[src/rtl/usd_spi_multi.sv]
// Z80 I/O-mapped SPI master for SD/MMC cards with NCS chip selects,
// programmable SCK divider and a busy status port.
module usd_spi_multi #(
  parameter int unsigned NCS       = 2,
  parameter logic [7:0]  PORT_CS   = 8'hE7,
  parameter logic [7:0]  PORT_DATA = 8'hEB,
  parameter logic [7:0]  PORT_STAT = 8'hEF,
  parameter logic [7:0]  DIV_RST   = 8'd3
) (
  input  logic           clock,
  input  logic           reset,
  input  logic           cep,
  input  logic           iorq,
  input  logic           wr,
  input  logic           rd,
  input  logic [7:0]     a,
  input  logic [7:0]     d,
  output logic [7:0]     q,
  output logic           busy,
  output logic [NCS-1:0] cs,
  output logic           ck,
  input  logic           miso,
  output logic           mosi
);

  typedef enum logic {IDLE, XFER} state_t;

  state_t         state_q, state_d;
  logic [7:0]     sr_q, sr_d;
  logic [7:0]     rxbuf_q, rxbuf_d;
  logic [7:0]     div_q, div_d;
  logic [7:0]     cnt_q, cnt_d;
  logic [2:0]     bitcnt_q, bitcnt_d;
  logic           ck_q, ck_d;
  logic           rbit_q, rbit_d;
  logic [NCS-1:0] cs_q, cs_d;
  logic           iowr_prev_q, iowr_prev_d;
  logic           iord_prev_q, iord_prev_d;

  logic iowr, iord, wr_start, rd_start;

  assign iowr = !iorq && !wr;
  assign iord = !iorq && !rd;

  // Start pulses fire only on the first cep cycle a strobe is seen asserted.
  assign wr_start = cep && iowr && !iowr_prev_q && (a == PORT_DATA);
  assign rd_start = cep && iord && !iord_prev_q && (a == PORT_DATA);

  always_ff @(posedge clock) begin
    if (reset) begin
      state_q     <= IDLE;
      sr_q        <= 8'hFF;
      rxbuf_q     <= 8'hFF;
      div_q       <= DIV_RST;
      cnt_q       <= 8'd0;
      bitcnt_q    <= 3'd0;
      ck_q        <= 1'b0;
      rbit_q      <= 1'b0;
      cs_q        <= '1;
      iowr_prev_q <= 1'b0;
      iord_prev_q <= 1'b0;
    end else begin
      state_q     <= state_d;
      sr_q        <= sr_d;
      rxbuf_q     <= rxbuf_d;
      div_q       <= div_d;
      cnt_q       <= cnt_d;
      bitcnt_q    <= bitcnt_d;
      ck_q        <= ck_d;
      rbit_q      <= rbit_d;
      cs_q        <= cs_d;
      iowr_prev_q <= iowr_prev_d;
      iord_prev_q <= iord_prev_d;
    end
  end

  always_comb begin
    state_d     = state_q;
    sr_d        = sr_q;
    rxbuf_d     = rxbuf_q;
    div_d       = div_q;
    cnt_d       = cnt_q;
    bitcnt_d    = bitcnt_q;
    ck_d        = ck_q;
    rbit_d      = rbit_q;
    cs_d        = cs_q;
    iowr_prev_d = iowr_prev_q;
    iord_prev_d = iord_prev_q;

    if (cep) begin
      iowr_prev_d = iowr;
      iord_prev_d = iord;
      if (iowr && (a == PORT_CS))   cs_d  = d[NCS-1:0];
      if (iowr && (a == PORT_STAT)) div_d = d;
    end

    unique case (state_q)
      IDLE: begin
        if (wr_start || rd_start) begin
          sr_d     = wr_start ? d : 8'hFF;
          cnt_d    = div_q;
          bitcnt_d = 3'd0;
          ck_d     = 1'b0;
          state_d  = XFER;
        end
      end
      XFER: begin
        if (cnt_q != 8'd0) begin
          cnt_d = cnt_q - 8'd1;
        end else begin
          // Half-period tick: rising SCK samples, falling SCK shifts.
          cnt_d = div_q;
          if (!ck_q) begin
            ck_d   = 1'b1;
            rbit_d = miso;
          end else begin
            ck_d     = 1'b0;
            sr_d     = {sr_q[6:0], rbit_q};
            bitcnt_d = bitcnt_q + 3'd1;
            if (bitcnt_q == 3'd7) begin
              rxbuf_d = {sr_q[6:0], rbit_q};
              state_d = IDLE;
            end
          end
        end
      end
      default: state_d = IDLE;
    endcase
  end

  assign busy = (state_q == XFER);
  assign ck   = ck_q;
  assign cs   = cs_q;
  assign mosi = sr_q[7];
  assign q    = (a == PORT_STAT) ? {busy, 7'b0} : rxbuf_q;

endmodule

[config.mk]
export PLATFORM = sky130hd
export DESIGN_NAME = usd_spi_multi
export DESIGN_NICKNAME = d
export VERILOG_FILES = /design/src/rtl/usd_spi_multi.sv
export SDC_FILE = /design/constraint.sdc
export NUM_CORES = 1
export LEC_CHECK = 0
export ABC_CLOCK_PERIOD_IN_PS = 5200
export CORE_MARGIN = 1
export CORE_UTILIZATION = 35
export CTS_CLUSTER_SIZE = 20
export DETAILED_ROUTE_END_ITERATION = 8
export PLACE_DENSITY = 0.64
export SYNTH_ARGS = -nofsm -noshare
export SYNTH_HDL_FRONTEND = slang
export SYNTH_SLANG_ARGS = --single-unit
[constraint.sdc]
create_clock -name clock -period 5.2 [get_ports clock]
set_input_delay 0.78 -clock clock [delete_from_list [all_inputs] [get_ports clock]]
set_output_delay 0.78 -clock clock [all_outputs]
set_load 0.1 [all_outputs]
==> results of run 1 <==
tightest hold or removal path, stage by stage (launching register included):
cell     delay [ns]
dfxtp_1        0.32
nand2_1        0.05
a21oi_1        0.05
cell type report:
| cell class | count | area [um^2] | share of cell area |
|---|---|---|---|
| Multi-Input combinational cell | 167 | 1079 | 0.4334 |
| Sequential cell | 42 | 840.8 | 0.3379 |
| Timing Repair Buffer | 36 | 357.8 | 0.1438 |
| Tap cell | 72 | 90.09 | 0.03620 |
| Clock buffer | 7 | 86.33 | 0.03469 |
| Inverter | 8 | 30.03 | 0.01207 |
| Clock inverter | 1 | 5.005 | 0.002011 |
placed cells by master (no fill, tap or decap), drive strengths merged, types with 2 or more instances in the layout:
cell / synthesis / layout
o21ai: 7 / 7
o22ai: 8 / 8
nor2: 28 / 28
or3b: 2 / 2
nor2b: 11 / 11
nor3: 6 / 6
inv: 8 / 8
clkbuf: 11 / 7
nor4: 2 / 2
or4: 2 / 2
a21oi: 20 / 20
dfxtp: 42 / 42
and3: 2 / 2
nand2: 12 / 12
nand2b: 4 / 4
nand3: 4 / 4
or2: 2 / 2
ha: 4 / 4
clkdlybuf4s50: 0 / 35
mux2i: 8 / 8
nand4b: 2 / 2
and2: 8 / 8
a211o: 22 / 22
a21o: 3 / 3
logic make-up (layout without fill, tap and decap cells):
kind of cell | count (synthesis) | in the layout | synth area share
simple gates | 88 | 88 | 0.2330
flops | 42 | 42 | 0.4120
mux | 8 | 8 | 0.03924
compound gates | 66 | 66 | 0.2275
fa+ha+maj | 4 | 4 | 0.02453
buf+inv | 23 | 52 | 0.05947
xor+xnor | 1 | 1 | 0.004293
sequential cells by signal, summed over array words and instances, names as in the netlist, 2 cells and up:
signal / count
cnt_q: 8
sr_q: 8
bitcnt_q: 3
rxbuf_q: 8
cs: 2
div_q: 8
path summary, 6_finish.rpt:
path,startpoint,endpoint,slack (ns),depth (start not counted)
max,a[0],q[7],1.28,5
min,bitcnt_q[2],bitcnt_q[2],0.46,2
max reg2reg,busy,sr_q[4],2.87,4
min reg2reg,bitcnt_q[2],bitcnt_q[2],0.46,2
layer usage:
metal	up-vias	global-route usage
li1	886	-
met1	822	0.1963
met2	35	0.2623
met3	10	0.03023
met4	0	0.07778
met5	-	0
metrics by stage:
step	setup slack (ns)	power (W)	utilization	cell area (um^2)	hold WS, ns
2_1_floorplan	0.7955	0.0003414	-	2041	0.4356
3_3_place_gp	1.288	0.0003635	0.4301	2397	0.4423
4_1_cts	1.228	0.0005784	0.4465	2489	0.4636
6_report	1.275	0.0005717	0.4465	2489	0.4617
3_5_place_dp	1.234	0.0003635	0.4301	2397	0.4530
5_1_grt	1.086	0.0005890	0.4465	2489	0.4802
cells in the mapped netlist, types with 7 or more instances:
cell       n  share of area
nor2_1    28          0.052
a211o_2    7          0.034
nand2_1   12          0.022
a21oi_1   19          0.047
clkbuf_1  11          0.020
and2_1     7          0.021
o22ai_1    8          0.025
inv_1      8          0.015
a211o_1   15          0.064
mux2i_1    8          0.039
nor2b_1   10          0.031
dfxtp_1   42           0.41
where the power goes:
group,leakage [nW],switching (W),internal (W)
Sequential,0.339,0.000000516,0.000322
Combinational,0.528,0.0000145,0.0000187
Clock,0.0482,0.000109,0.000107
Total,0.915,0.000124,0.000448
==> impl_metrics.env, run 1 <==
export IMPL_antenna_violating_nets_post_route=0
export IMPL_boundaryPins=36
export IMPL_top_layer_used="met4"
export IMPL_detailedRoute_firstPassIterationCount=4
export IMPL_slew_violations=0
export IMPL_worstSetupStartpointType="input port"
export IMPL_cts_buffers_inserted=5
export IMPL_ctsHtreeMaxLevel=2
export IMPL_synth_cells=232
export IMPL_detailedPlacementHpwl_mm=3.181
export IMPL_total_gr_overflow=0
export IMPL_critical_path_peak_fanout=10
export IMPL_finalSetupViolCount=0
export IMPL_die_width_um=78.36
export IMPL_cts_repair_timing_setup_buffer_count=0
export IMPL_finalHoldViolCount=0
export IMPL_ys_ff_latch=42
export IMPL_critical_path_cell_chain="clkdlybuf4s50_1 -> and4b_1 -> nand3_1 -> o21ai_0 -> clkdlybuf4s50_1"
export IMPL_grt_first_pass_wirelength_mm=7.652
export IMPL_async_flop_share=0
export IMPL_rsz0062_at_grt="no"
export IMPL_grt_pass1_vias=1656
export IMPL_syn_area_per_cell_um2=8.796
export IMPL_routed_wirelength_mm=4.493
export IMPL_number_of_inserted_diodes=0
export IMPL_cts_tree="built"
export IMPL_syn_nets=259
export IMPL_cts_hold_repair_buffers=0
export IMPL_viasPerCell=5.264
export IMPL_netlist_area_um2=2041
export IMPL_clk_pin_slew_ns=0.07
export IMPL_start_util=0.3661
export IMPL_cts_path_max_buffers=2
export IMPL_syn2layout_area_growth_pct=21.95
export IMPL_die_height_um=78.36
export IMPL_design_final_nets=287
export IMPL_met3_wirelength_um=166
export IMPL_worstSetupEndpointType="output pin"
export IMPL_critical_path_arrival_ns=3.14
export IMPL_dieArea_um2=6140
export IMPL_layout_cells_non_filler=333
export IMPL_worst_slew_pin_slew_ns=0.9732
export IMPL_grt_max_degree=43
export IMPL_critPathTopFamily="buffers and inverters"
export IMPL_max_freq_mhz=254.8
export IMPL_max_slew_margin_rel=0.3492
export IMPL_clk_insertion_delay_late_ns=0.29
export IMPL_timing_setup_critical_path_class="input port to output pin"
export IMPL_powerDensity_nw_per_um2=229.7
export IMPL_hp_class="flop to flop"
export IMPL_critical_path_required_ns=4.42
export IMPL_global_route_usage_total=0.1584
export IMPL_layout_filler_cells=571
export IMPL_drive_gt1_frac=0.08812
export IMPL_wl_met1_mm=2.207
export IMPL_status="completed"
export IMPL_place_inst=325
export IMPL_synthDistinctLibCells=43
export IMPL_accumulated_negative_setup_slack_ns=0
export IMPL_finalWeightedCongestion=0.7877
export IMPL_row_count=27
export IMPL_grt_antenna_before_repair=0
export IMPL_floorplan_core_area_um2=5574
export IMPL_path_common_cell="clkdlybuf4s50_1"
export IMPL_met2WireLength_mm=2.017
export IMPL_portBuffers=35
export IMPL_timing_final_crit_share=0.7548
export IMPL_cts_sink_count=42
export IMPL_clockRootBuffer="clkbuf_8"
export IMPL_yosys_warnings=0
export IMPL_timing_critical_path_slowest_cell_delay_ns=1.16
export IMPL_avgRoutedWirePerCell_um=13.49
export IMPL_worst_path_max_delay_cell="clkdlybuf4s50_1"
export IMPL_drc=0
export IMPL_synth_edff_count=0
export IMPL_timing_critical_path_buf_inv=2
export IMPL_num_vias=1753
export IMPL_postCtsResizedCells=0
export IMPL_synth_yosys_seq_area_share=0.4120
export IMPL_drtIter0Drc=86
export IMPL_finalWorstPathRequiredPeriod_ns=3.925
export IMPL_clock_skew_ns=0.005934
export IMPL_synth_ff_type="dfxtp_1"
export IMPL_vdd_ir_drop_max_uv=105.5
export IMPL_static_leakage_power_nw=0.9150
export IMPL_maxCapViolCount=0
(Power assumes the default switching activity.)
==> run 2: changes to the inputs <==
--- a/config.mk
+++ b/config.mk
@@ -5,7 +5,7 @@
 export SDC_FILE = /design/constraint.sdc
 export NUM_CORES = 1
 export LEC_CHECK = 0
-export ABC_CLOCK_PERIOD_IN_PS = 5200
+export ABC_CLOCK_PERIOD_IN_PS = 3850
 export CORE_MARGIN = 1
 export CORE_UTILIZATION = 35
 export CTS_CLUSTER_SIZE = 20
==> constraint.sdc (replaced) <==
create_clock -name clock -period 3.85 [get_ports clock]
set_input_delay 0.5775 -clock clock [delete_from_list [all_inputs] [get_ports clock]]
set_output_delay 0.5775 -clock clock [all_outputs]
set_load 0.1 [all_outputs]
==> run 2 against run 1 <==
Net effect:
- clock power up 24%
- first-iteration DRC count increased by 3.5%
- flip-flop and latch count unchanged
- highest routed layer unchanged
==> impl_metrics.env, run 2 (same netlist as run 1, synthesis figures left out) <==
export IMPL_status="completed"
export IMPL_met2WireLength_mm=2.049
export IMPL_drive_gt1_frac=0.1260
export IMPL_static_leakage_power_nw=0.9186
export IMPL_total_gr_overflow=0
export IMPL_wl_met1_mm=2.299
export IMPL_timing_final_crit_share=0.7120
export IMPL_maxCapViolCount=0
export IMPL_clockRootBuffer="clkbuf_8"
export IMPL_grt_first_pass_wirelength_mm=7.514
export IMPL_clk_pin_slew_ns=0.08
export IMPL_die_height_um=78.36
export IMPL_viasPerCell=5.311
export IMPL_grt_antenna_before_repair=0
export IMPL_most_common_layout_cells="dfxtp_1 (42), nor2_1 (28), clkdlybuf4s50_1 (27)"
export IMPL_detailedPlacementHpwl_mm=3.212
export IMPL_grt_max_degree=26
export IMPL_worstSetupEndpointType="output pin"
export IMPL_layout_commonest_cell="dfxtp_1"
export IMPL_design_final_nets=289
export IMPL_grt_pass1_vias=1586
export IMPL_drtIter0Drc=89
export IMPL_antenna_violating_nets_post_route=0
export IMPL_vdd_ir_drop_max_uv=144.3
export IMPL_layout_filler_cells=548
export IMPL_critPathTopFamily="buffers and inverters"
export IMPL_timing_hold_worst_path_depth=2
export IMPL_start_util=0.3661
export IMPL_finalWorstPathRequiredPeriod_ns=2.741
export IMPL_syn2layout_area_growth_pct=21.09
export IMPL_drc=0
export IMPL_number_of_inserted_diodes=0
export IMPL_finalHoldViolCount=0
export IMPL_rsz0062_at_grt="no"
export IMPL_min_from="bitcnt_q[1]"
export IMPL_cts_buffers_inserted=5
export IMPL_area_of_all_placed_cells_without_fillers_um2=2471
export IMPL_cts_tree="built"
export IMPL_worstSetupStartpointType="flop"
export IMPL_critical_path_cell_chain="clkdlybuf4s50_1"
export IMPL_cts_sink_count=42
export IMPL_critical_path_arrival_ns=2.16
export IMPL_avgRoutedWirePerCell_um=13.77
export IMPL_cts_repair_timing_setup_buffer_count=0
export IMPL_pre_cts_ws_ns=1.043
export IMPL_boundaryPins=36
export IMPL_dieArea_um2=6140
export IMPL_cts_hold_repair_buffers=0
export IMPL_met3_wirelength_um=213
export IMPL_row_count=27
export IMPL_ff2ff_path_depth=7
export IMPL_critical_path_peak_fanout=14
export IMPL_slew_violations=0
export IMPL_critPathLaunch="busy"
export IMPL_powerDensity_nw_per_um2=303.3
export IMPL_max_slew_margin_rel=0.3318
export IMPL_clock_skew_ns=0.005520
export IMPL_num_vias=1774
export IMPL_portBuffers=35
export IMPL_worst_path_max_delay_cell="clkdlybuf4s50_1"
export IMPL_place_inst=327
export IMPL_top_layer_used="met4"
export IMPL_routed_wirelength_mm=4.600
export IMPL_finalWeightedCongestion=0.7981
export IMPL_worst_slew_pin_slew_ns=0.9992
export IMPL_timing_critical_path_slowest_cell_delay_ns=1.23
export IMPL_floorplan_core_area_um2=5574
export IMPL_accumulated_negative_setup_slack_ns=0
export IMPL_placedInstanceArea_um2=2392
export IMPL_clk_insertion_delay_late_ns=0.29
export IMPL_final_setup_worst_slack_ns=1.109
export IMPL_timing_setup_critical_path_class="flop to output pin"
export IMPL_worstReg2RegStart="cnt_q[0]"
export IMPL_die_width_um=78.36
export IMPL_layout_cells_non_filler=334
export IMPL_critical_path_required_ns=3.27
export IMPL_reg2reg_setup_slack_ns=1.54
export IMPL_cts_path_max_buffers=2
export IMPL_detailedRoute_firstPassIterationCount=6
export IMPL_timing_critical_path_buf_inv=1
export IMPL_finalSetupViolCount=0
export IMPL_hp_class="flop to flop"
export IMPL_ctsHtreeMaxLevel=2
export IMPL_timing_rr_end="rxbuf_q[5]"
export IMPL_postCtsResizedCells=0
export IMPL_hold_path_end="bitcnt_q[1]"
export IMPL_max_freq_mhz=364.8
export IMPL_global_route_usage_total=0.1551
==> run 2: per-layer routing <==
metal  global-route usage  vias to the layer above
li1                     -                      885
met1               0.2044                      846
met2               0.2465                       39
met3              0.03953                        4
met4              0.05000                        0
met5                    0                        -
==> run 2: power breakdown <==
| group | internal [W] | switching (W) |
|---|---|---|
| logic | 0.0000259 | 0.0000204 |
| clock network | 0.000122 | 0.000146 |
| registers | 0.000435 | 0.000000695 |
==> run 2: layout make-up <==
cell class                      instances  area [um^2]  area share
Sequential cell                        42        840.8      0.3403
Multi-Input combinational cell        167         1079      0.4365
Inverter                                8        30.03     0.01215
Tap cell                               72        90.09     0.03646
Clock buffer                            5        68.82     0.02785
Timing Repair Buffer                   38        352.8      0.1428
Clock inverter                          2        10.01    0.004051
==> run 2: through the flow <==
stage          total power (W)  hold slack (ns)  utilization
2_1_floorplan        0.0004611           0.4356            -
4_1_cts              0.0007547           0.4611       0.4433
5_1_grt              0.0007808           0.4880       0.4433
6_report             0.0007494           0.4617       0.4433
3_5_place_dp         0.0004918           0.4504       0.4292
3_3_place_gp         0.0004920           0.4426       0.4292
==> run 2: worst reg2reg max path: stages (launching register included) <==
cell,delay [ns]
dfxtp_1,0.34
inv_1,0.10
ha_1,0.19
or3b_2,0.57
nor3_4,0.31
and2_4,0.32
nor2b_1,0.07
a211o_2,0.30
==> run 2: worst max-delay path by stage <==
stage                   end  slack [ns]  cells after the start
floorplan              q[7]        0.41                      3
global placement    sr_q[6]        1.07                      6
detailed placement  sr_q[5]        1.04                      6
CTS                    busy        1.11                      1
global route           q[7]        1.04                      5
finish                 busy        1.11                      1
==> run 3: changes to the inputs <==
--- a/config.mk
+++ b/config.mk
@@ -5,12 +5,12 @@
 export SDC_FILE = /design/constraint.sdc
 export NUM_CORES = 1
 export LEC_CHECK = 0
-export ABC_CLOCK_PERIOD_IN_PS = 3850
+export ABC_CLOCK_PERIOD_IN_PS = 2500
 export CORE_MARGIN = 1
 export CORE_UTILIZATION = 35
 export CTS_CLUSTER_SIZE = 20
 export DETAILED_ROUTE_END_ITERATION = 8
-export PLACE_DENSITY = 0.64
+export PLACE_DENSITY = 0.66
 export SYNTH_ARGS = -nofsm -noshare
 export SYNTH_HDL_FRONTEND = slang
 export SYNTH_SLANG_ARGS = --single-unit
==> constraint.sdc (replaced) <==
create_clock -name clock -period 2.5 [get_ports clock]
set_input_delay 0.375 -clock clock [delete_from_list [all_inputs] [get_ports clock]]
set_output_delay 0.375 -clock clock [all_outputs]
set_load 0.1 [all_outputs]
==> run 3 against run 2 <==
Net effect:
- critical path depth rose by 6
- via count grew 0.85%
- first-iteration DRC count decreased by 28%
- combinational power is 63% higher
- clock skew up 0.0031 ns
- die area stayed put
- hold slack worse by 0.0033 ns
- critical endpoint is now rxbuf_q[3]
- largest cell class unchanged
- highest routed layer unchanged
==> impl_metrics.env, run 3 (same netlist as run 1, synthesis figures left out) <==
export IMPL_ff2ff_path_depth=7
export IMPL_layout_commonest_cell="dfxtp_1"
export IMPL_clk_pin_slew_ns=0.08
export IMPL_reg2reg_setup_slack_ns=0.21
export IMPL_worstReg2RegStart="cnt_q[0]"
export IMPL_grt_first_pass_wirelength_mm=7.327
export IMPL_powerDensity_nw_per_um2=448.3
export IMPL_static_leakage_power_nw=1.005
export IMPL_num_vias=1789
export IMPL_postCtsResizedCells=0
export IMPL_dieArea_um2=6140
export IMPL_start_util=0.3661
export IMPL_hold_path_end="bitcnt_q[2]"
export IMPL_die_height_um=78.36
export IMPL_critical_path_arrival_ns=2.48
export IMPL_rsz0062_at_grt="no"
export IMPL_critical_path_required_ns=2.69
export IMPL_cts_repair_timing_setup_buffer_count=0
export IMPL_die_width_um=78.36
export IMPL_placedInstanceArea_um2=2536
export IMPL_critical_path_peak_fanout=17
export IMPL_viasPerCell=5.246
export IMPL_ctsHtreeMaxLevel=2
export IMPL_slew_violations=0
export IMPL_clk_insertion_delay_late_ns=0.30
export IMPL_number_of_inserted_diodes=0
export IMPL_area_of_all_placed_cells_without_fillers_um2=2623
export IMPL_clockRootBuffer="clkbuf_8"
export IMPL_accumulated_negative_setup_slack_ns=0
export IMPL_drc=0
export IMPL_worstSetupStartpointType="flop"
export IMPL_hp_class="flop to flop"
export IMPL_timing_setup_critical_path_class="flop to flop"
export IMPL_vdd_ir_drop_max_uv=367.9
export IMPL_grt_pass1_vias=1569
export IMPL_worst_slew_pin_slew_ns=0.8164
export IMPL_avgRoutedWirePerCell_um=13.11
export IMPL_cts_sink_count=42
export IMPL_clock_skew_ns=0.008659
export IMPL_timing_hold_worst_path_depth=2
export IMPL_min_from="bitcnt_q[2]"
export IMPL_cts_hold_repair_buffers=0
export IMPL_cts_path_max_buffers=2
export IMPL_routed_wirelength_mm=4.469
export IMPL_total_gr_overflow=0
export IMPL_max_slew_margin_rel=0.4557
export IMPL_drive_gt1_frac=0.1673
export IMPL_row_count=27
export IMPL_global_route_usage_total=0.1514
export IMPL_finalSetupViolCount=0
export IMPL_finalWorstPathRequiredPeriod_ns=2.291
export IMPL_grt_antenna_before_repair=0
export IMPL_worst_path_max_delay_cell="or3b_2"
export IMPL_finalHoldViolCount=0
export IMPL_maxCapViolCount=0
export IMPL_portBuffers=35
export IMPL_syn2layout_area_growth_pct=28.51
export IMPL_detailedRoute_firstPassIterationCount=4
export IMPL_timing_rr_end="rxbuf_q[3]"
export IMPL_design_final_nets=295
export IMPL_grt_max_degree=20
export IMPL_place_inst=333
export IMPL_worstSetupEndpointType="flop"
export IMPL_layout_cells_non_filler=341
export IMPL_cts_buffers_inserted=5
export IMPL_drtIter0Drc=64
export IMPL_status="completed"
export IMPL_boundaryPins=36
export IMPL_detailedPlacementHpwl_mm=3.278
export IMPL_timing_critical_path_slowest_cell_delay_ns=0.56
export IMPL_timing_final_crit_share=0.9163
export IMPL_most_common_layout_cells="dfxtp_1 (42), nor2_1 (28), clkdlybuf4s50_1 (22)"
export IMPL_final_core_utilization=0.4705
export IMPL_floorplan_core_area_um2=5574
export IMPL_max_freq_mhz=436.5
export IMPL_antenna_violating_nets_post_route=0
export IMPL_cts_tree="built"
export IMPL_critical_path_cell_chain="inv_1 -> ha_1 -> or3b_2 -> nor3_4 -> and2_4 -> nor2b_1 -> a211o_2"
export IMPL_finalWeightedCongestion=0.8371
==> run 3: changes by cell type in the layout (fill, tap and decap cells not counted), sizes merged <==
cell	delta
buf	+11
clkdlybuf4s50	-5
clkbuf	+1
==> run 3: layout make-up <==
type / count / area (um^2)
Tap cell: 72 / 90.09
Clock inverter: 2 / 13.76
Sequential cell: 42 / 840.8
Fill cell: 534 / 2952
Inverter: 8 / 30.03
Multi-Input combinational cell: 167 / 1090
Clock buffer: 6 / 72.57
Timing Repair Buffer: 44 / 485.5
==> run 3: critical path: cells and delay by family (launching register included) <==
kind	cells	cell delay [ns]
buffers and inverters	1	0.10
and+or+nand+nor	4	1.24
DFF	1	0.34
adders and majority gates	1	0.19
AOI/OAI and AO/OA	1	0.30
==> run 3: where the power goes <==
group | switching [W] | internal (W)
combinational | 0.0000319 | 0.0000437
sequential | 0.00000103 | 0.000670
clock | 0.000232 | 0.000197
==> run 3: layer usage <==
layer,up-vias,GRT usage,share of wire
met4,0,0.05000,0.013
met3,5,0.03953,0.048
li1,904,-,-
met2,38,0.2377,0.44
met5,-,0,0
met1,842,0.2006,0.50
==> run 3: worst max-delay path by stage <==
stage                   from    endpoint  depth (start not counted)
finish              cnt_q[0]  rxbuf_q[3]                          7
global route        cnt_q[0]  rxbuf_q[3]                          7
CTS                 cnt_q[0]  rxbuf_q[3]                          7
detailed placement       cep     sr_q[2]                          6
global placement         cep     sr_q[2]                          6
floorplan               busy        q[7]                          3
==> run 3: stage by stage <==
step,total power (W),hold slack [ns],setup slack [ns]
6_report,0.001176,0.4584,0.2092
5_1_grt,0.001227,0.5194,0.05600
4_1_cts,0.001191,0.4608,0.2063
3_5_place_dp,0.0007612,0.4505,-0.04532
3_3_place_gp,0.0007621,0.4422,-0.01613
2_1_floorplan,0.0007102,0.4356,0.02315
